File: src/rtl/rv32i_wb_top.sv
// RV32I write-back stage: result select, integer register file with write-through reads,
// forwarding outputs and an optional retired-instruction counter (RV32I_WB_INSTRET_EN).
module rv32i_wb_top #(
  parameter int unsigned XLEN  = 32,
  parameter int unsigned NREGS = 32
) (
  input  logic            clk,
  input  logic            reset,
  input  logic            valid_in,
  input  logic            wb_en_in,
  input  logic [XLEN-1:0] pc_in,
  input  logic [XLEN-1:0] iw_in,
  input  logic [XLEN-1:0] alu_in,
  input  logic [4:0]      wb_reg_in,
  input  logic [XLEN-1:0] mem_rdata_in,
  input  logic [4:0]      rs1_addr_in,
  input  logic [4:0]      rs2_addr_in,
  output logic [XLEN-1:0] rs1_data_out,
  output logic [XLEN-1:0] rs2_data_out,
  output logic            df_wb_en_out,
  output logic [4:0]      df_wb_reg_out,
  output logic [XLEN-1:0] df_wb_data_out,
  output logic [63:0]     instret_out
);

  localparam logic [6:0] OPC_LOAD = 7'b0000011;
  localparam logic [6:0] OPC_JAL  = 7'b1101111;
  localparam logic [6:0] OPC_JALR = 7'b1100111;

  logic [XLEN-1:0] regs [NREGS];
  logic [XLEN-1:0] result;
  logic [7:0]      ld_byte;
  logic [15:0]     ld_half;
  logic            wr_fire;
  logic            unused_iw;

  assign unused_iw = ^{iw_in[31:15], iw_in[11:7]};
  assign wr_fire   = valid_in & wb_en_in & (wb_reg_in != 5'd0);

  always_comb begin
    ld_byte = mem_rdata_in[{alu_in[1:0], 3'b000} +: 8];
    ld_half = alu_in[1] ? mem_rdata_in[31:16] : mem_rdata_in[15:0];
    result  = alu_in;
    case (iw_in[6:0])
      OPC_LOAD: begin
        case (iw_in[14:12])
          3'b000:  result = {{24{ld_byte[7]}}, ld_byte};
          3'b100:  result = {24'h0, ld_byte};
          3'b001:  result = {{16{ld_half[15]}}, ld_half};
          3'b101:  result = {16'h0, ld_half};
          3'b010:  result = mem_rdata_in;
          default: result = '0;
        endcase
      end
      OPC_JAL, OPC_JALR: result = pc_in + 32'd4;
      default:           result = alu_in;
    endcase
  end

  always_ff @(posedge clk or negedge reset) begin
    if (!reset) begin
      for (int unsigned i = 0; i < NREGS; i++) regs[i] <= '0;
    end else if (wr_fire) begin
      regs[wb_reg_in] <= result;
    end
  end

  // Reads are forced to zero while reset is held so a bypassed in-flight write cannot leak out.
  always_comb begin
    rs1_data_out = '0;
    rs2_data_out = '0;
    if (reset && rs1_addr_in != 5'd0)
      rs1_data_out = (wr_fire && wb_reg_in == rs1_addr_in) ? result : regs[rs1_addr_in];
    if (reset && rs2_addr_in != 5'd0)
      rs2_data_out = (wr_fire && wb_reg_in == rs2_addr_in) ? result : regs[rs2_addr_in];
  end

  assign df_wb_en_out   = wr_fire;
  assign df_wb_reg_out  = wb_reg_in;
  assign df_wb_data_out = result;

`ifdef RV32I_WB_INSTRET_EN
  logic [63:0] instret;

  always_ff @(posedge clk or negedge reset) begin
    if (!reset)        instret <= '0;
    else if (valid_in) instret <= instret + 64'd1;
  end

  assign instret_out = instret;
`else
  assign instret_out = '0;
`endif

endmodule

File: config.mk
export PLATFORM = sky130hd
export DESIGN_NAME = rv32i_wb_top
export DESIGN_NICKNAME = d
export VERILOG_FILES = /design/src/rtl/rv32i_wb_top.sv
export SDC_FILE = /design/constraint.sdc
export NUM_CORES = 2
export LEC_CHECK = 0
export ABC_AREA = 1
export CAP_MARGIN = 10
export CELL_PAD_IN_SITES_DETAIL_PLACEMENT = 1
export CELL_PAD_IN_SITES_GLOBAL_PLACEMENT = 1
export CORE_ASPECT_RATIO = 0.8
export CORE_MARGIN = 10
export CORE_UTILIZATION = 42
export DETAILED_ROUTE_END_ITERATION = 16
export DONT_BUFFER_PORTS = 1
export PLACE_DENSITY_LB_ADDON = 0.1
export RECOVER_POWER = 25
export SETUP_SLACK_MARGIN = 0.1
export SLEW_MARGIN = 20
export SYNTH_ARGS = -nofsm -noshare
export SYNTH_HDL_FRONTEND = slang
export SYNTH_SLANG_ARGS = --single-unit
File: constraint.sdc
create_clock -name clk -period 2.3 [get_ports clk]
set_clock_uncertainty 0.1 [all_clocks]
set_input_delay 0.46 -clock clk [delete_from_list [all_inputs] [get_ports clk]]
set_output_delay 0.46 -clock clk [all_outputs]
set_load 0.02 [all_outputs]
-- Word-level counts from Yosys, hierarchy flattened
Cells that the tools add are included.
- add/subtract/negate cells: 1
- multiply operators: 0
- div/mod/pow operators: 0
- magnitude comparators: 4
- eq/ne operators: 9
- shift operators: 1
- multiplexer cells: 16
- bitwise logic cells: 5
- reductions and logical operators: 10
- operator list (operator ; number):
    1024-bit bitwise mux ; 1
    32-bit binary-select mux with 5-bit select ; 2
    32-bit two-way mux ; 9
    32-bit demux with 5-bit select ; 1
    32-bit case mux with 5 select lines ; 1
    32-bit case mux with 2 select lines ; 1
    32-bit by 3-bit adder with 32-bit output, second input constant ; 1
    32-bit by 6-bit indexed part select with 8-bit output ; 1
    6-bit greater-or-equal comparator, second input constant ; 3
    5-bit inverter with 6-bit output ; 3
    16-bit two-way mux ; 1
    5-bit nonzero test ; 3
    7-bit == test, second input constant ; 2
    5-bit == test ; 2
    7-bit by 2-bit == test with 1-bit output, second input constant ; 1
    3-bit == test, second input constant ; 2
    6-bit by 1-bit < comparator with 1-bit output, second input constant ; 1
    1-bit logical AND ; 5
    3-bit by 1-bit == test with 1-bit output, second input constant ; 1
    3-bit by 2-bit == test with 1-bit output, second input constant ; 1
    3-bit zero test ; 1
    1-bit AND ; 2
    2-bit OR reduction ; 1
- flip-flop bits (word level): 1024
- bits in latches: 0
- bits in writable memories: 0
- ROM bits: 0
- input bits: 147
- output and inout port bits: 166
- logic and storage cells: 78
- memories kept: 0

-- Logic depth before layout (Yosys ltp)
- depth in word-level cells: 6
- depth in mapped cells: 14
- depth with buffers taken out: 13

-- Worst setup path after synthesis
No wires, ideal clock.
- kind: input to output
- start point: in rs2_addr_in[0]
- end point: out rs2_data_out[19]
- arrival: 2013 ps
- required time: 1740 ps
- path slack: -273 ps
- cell stages on the path: 12
- path buffers: 4
- cells stage by stage: buf_2 buf_2 buf_2 clkbuf_1 nand2_1 nand3_1 nand3_1 nand3_1 nand3_1 nand3_1 nand2_1 a21oi_1
- word-level cells in the longest chain between the ends: 6
- elaborated cells on any way between the ends: 10
- those cells by class: 1 x eq/ne; 5 x mux; 1 x bitwise; 3 x reduce/logical
- RTL lines (item ; line ; text):
    start: declaration ; 17 ; input logic [4:0] rs2_addr_in,
    5-bit inverter with 6-bit output (implied by the code) ; 75 ; rs2_data_out = (wr_fire && wb_reg_in == rs2_addr_in) ? result : regs[rs2_addr_in];
    32-bit binary-select mux with 5-bit select ; 75 ;
    32-bit two-way mux (implied by the code) (2 in a row) ; 75 ;
    32-bit two-way mux ; 75 ;
    32-bit two-way mux * ; 74 ; if (reset && rs2_addr_in != 5'd0)
    end: declaration ; 19 ; output logic [XLEN-1:0] rs2_data_out,
Every way passes the cells marked *; elsewhere a longest branch is shown, timed or not. The select of a mux whose other input is x is not followed.

-- Worst setup path in the final report
- start point: in rs1_addr_in[0]
- end point: out rs1_data_out[12]
- word-level cells in the longest chain between the ends: 6
- elaborated cells on any way between the ends: 10
- those cells by class: 1 x eq/ne; 5 x mux; 1 x bitwise; 3 x reduce/logical
- RTL lines (item ; line ; text):
    start: declaration ; 16 ; input logic [4:0] rs1_addr_in,
    5-bit inverter with 6-bit output (implied by the code) ; 73 ; rs1_data_out = (wr_fire && wb_reg_in == rs1_addr_in) ? result : regs[rs1_addr_in];
    32-bit binary-select mux with 5-bit select ; 73 ;
    32-bit two-way mux (implied by the code) (2 in a row) ; 73 ;
    32-bit two-way mux ; 73 ;
    32-bit two-way mux * ; 72 ; if (reset && rs1_addr_in != 5'd0)
    end: declaration ; 18 ; output logic [XLEN-1:0] rs1_data_out,
Marked as above.

==> results.json <==
{
  "outcome": "finished with violations",
  "violations": "hold timing, capacitance limit, slew limit, setup timing",
  "setup_viol": 433,
  "final_cell_mix": "2731 x nand2_1, 1113 x nand3_1, 1060 x o21ai_0, 1024 x dfrtp_1, 461 x buf_4",
  "initial_core_util": 0.4218,
  "rows": 124,
  "cts.sinks": 1024,
  "clk_pin_slew_ps": 60,
  "path_buf_inv": 5,
  "r2r_end": "regs[64]",
  "worst_path_largest_cell_delay_ps": 370,
  "synth_cell_type_count": 39,
  "clock_latency_ps": 770,
  "crit_family": "buffers and inverters",
  "yosys.area.top_type_share": 0.4266,
  "syn_inst": 8800,
  "dieArea_mm2": 0.1586,
  "grt_use_total": 0.3794,
  "syn2layout_area_growth_pct": 32.46,
  "reg.largest.list": "regs x1024",
  "crit_path_top_delay_cell": "clkinv_16",
  "mostFrequentLayoutCell": "nand2_1",
  "finalPower_w": 0.05415,
  "clockRootBuffer": "clkbuf_16",
  "crit_fanout": 536,
  "cp.required_ps": 1740,
  "regMostFlops": "regs",
  "ant_nets": 0,
  "largest_register_ffs": 1024,
  "die_y_um": 358.3,
  "cp_cell_sequence": "clkinv_16 -> buf_8 -> buf_12 -> buf_4 -> a21oi_1 -> o21ai_0 -> nand3_1 -> nand3_1 -> nand3_2 -> nand2_4 -> nor2_4 -> buf_6 -> nor2_4",
  "slew_viol_final": 370,
  "grt_pass1_wl_mm": 459.4,
  "antenna_found_initial": 11,
  "port_buffers": 0,
  "cp_data_arrival_time_ps": 2920,
  "final_cell_count_no_fill": 11038,
  "drc_errors": 0,
  "nets": 9205,
  "layout-drive-gt1-share": 0.2297,
  "final.setup.worst_slack_ps": -1175,
  "grt_pass1_vias": 69451,
  "syn-cell-area_mm2": 0.06007,
  "place_inst": 10603,
  "synth_seq_cells": 1024,
  "ys_seq_area_frac": 0.4266,
  "rsz0062_at_grt": "yes",
  "maxCapViolCount": 4,
  "cts_tree": "done",
  "reg2reg_slack_ps": 1280,
  "worstReg2RegStart": "regs[64]",
  "hold_viol_final": 73,
  "die_x_um": 442.8,
  "fin_hold_ws_ps": -590.2,
  "irDropWorstVdd_uv": 602.9,
  "fillCellCount": 17318,
  "crit_path_end_kind": "output pin",
  "r2r_cells": 4,
  "first_iter_violations": 8020,
  "io_pins": 313,
  "finish.utilization": 0.5586,
  "worstMarginPinSlew_ps": 1910,
  "core_mm2": 0.1424,
  "use_met2": 0.5645,
  "startpoint": "rs1_addr_in[0]",
  "crit_type": "in -> out",
  "fin_crit_ps": 3475,
  "grt_util_met3": 0.1014,
  "fin_crit_sh": 1.511,
  "timing.fmax_ghz": 0.2877,
  "clk_path_buf_depth": 3,
  "busiest_layer": "met2",
  "power.density_mw_per_mm2": 680.6,
  "vias": 68609,
  "ys_warn_count": 0,
  "totalWireLength_mm": 317.9,
  "cts_inserted_buffers": 115,
  "overflow": 0,
  "grt_max_degree": 538,
  "wl_per_cell_um": 28.80,
  "synth.avg_cell_area_um2": 6.826,
  "gr-usage-met1": 0.5040,
  "dpl.hpwl_mm": 189.4,
  "startpoint_type": "primary input",
  "drt-vias-per-instance": 6.216,
  "hold_class": "in -> async",
  "place.gp.congestion": 0.9102,
  "synth_area_leaders": "dfrtp_1 43%, nand2_1 18%, nand3_1 13%",
  "cts_htree_levels": 3,
  "cellLeakagePower_nw": 36.18,
  "synth_area_leader_cell": "dfrtp_1",
  "drtPass1Iterations": 5,
  "slew_headroom": -0.2733
}
==> metrics by stage <==
stage	setup WS (ps)	area, µm²	setup TNS [ps]
3_5_place_dp	-1072	67410	-293900
4_1_cts	-658.3	77060	-36780
5_1_grt	-877.2	79570	-200520
2_1_floorplan	-55.03	61750	-879.5
3_3_place_gp	-854.9	67220	-161090
6_report	-1175	79570	-103860
==> metal layers <==
layer  share of wire  up-vias
li1                -    29278
met1            0.40    34480
met2            0.43     3864
met3            0.11      981
met4           0.061        6
met5         0.00014        -
==> power breakdown <==
group	switching, W	internal [W]	total (W)
combinational	0.00731	0.00468	0.0120
clock	0.00836	0.0114	0.0197
sequential	0.00191	0.0205	0.0224
total	0.0176	0.0366	0.0541
==> timing repair <==
item                                   in CTS  in global routing
gates cloned                               23                 19
endpoints found under the hold margin     373                218
setup buffers                             141                 49
hold buffers                               10                  1
gates resized for setup                  1007                482
setup endpoints to repair                  96                 96
pin swaps                                 384                258
==> worst register-to-register path, delay by kind of cell (launching register included) <==
family / cells / cell delay, ps
compound gates: 1 / 70
flops: 1 / 390
buf+inv: 2 / 270
simple gates: 1 / 60
==> cell usage after synthesis, drive strengths merged <==
library cell / number
nand3: 1508
nor2b: 1
o21ai: 1252
dfrtp: 1024
xnor2: 4
nand3b: 2
o22ai: 2
buf: 350
conb: 1
nor2: 317
inv: 387
nor4: 1
a21oi: 387
o21bai: 3
or2: 23
nor3: 3
nand2: 2953
ha: 1
and3: 2
o41ai: 2
clkbuf: 496
xor2: 2
nand4: 20
o211ai: 59
==> kinds of logic after synthesis <==
logic type,synth area share
AOI/OAI and AO/OA,0.1448
other,0.00006243
xor gates and xnor gates,0.0008748
and+or+nand+nor,0.3396
DFF,0.4266
buffers and inverters,0.08784
adders and majority gates,0.0002083
==> how the worst max path moves through the flow <==
stage / endpoint / slack (ps) / depth (start not counted)
2_1_floorplan: rs1_data_out[29] / -60 / 13
3_3_place_gp: rs2_data_out[12] / -850 / 11
3_5_place_dp: rs2_data_out[15] / -1070 / 7
4_1_cts: rs2_data_out[11] / -660 / 11
5_1_grt: rs1_data_out[12] / -880 / 13
6_report: rs1_data_out[12] / -1180 / 13
==> final cells by class <==
| type | count | area, µm² | share of cell area |
|---|---|---|---|
| timing repair buffer | 921 | 11420 | 0.1435 |
| inverter | 387 | 1753 | 0.02203 |
| antenna | 3 | 7.507 | 0.00009435 |
| tap | 1890 | 2365 | 0.02972 |
| multi-input combinational | 6607 | 34480 | 0.4334 |
| timing repair inverter | 1 | 20.02 | 0.0002516 |
| sequential | 1024 | 25620 | 0.3221 |
| clock buffer | 163 | 3332 | 0.04188 |
| clock inverter | 42 | 565.5 | 0.007108 |
Note: power is estimated with default switching activity, not from simulation.
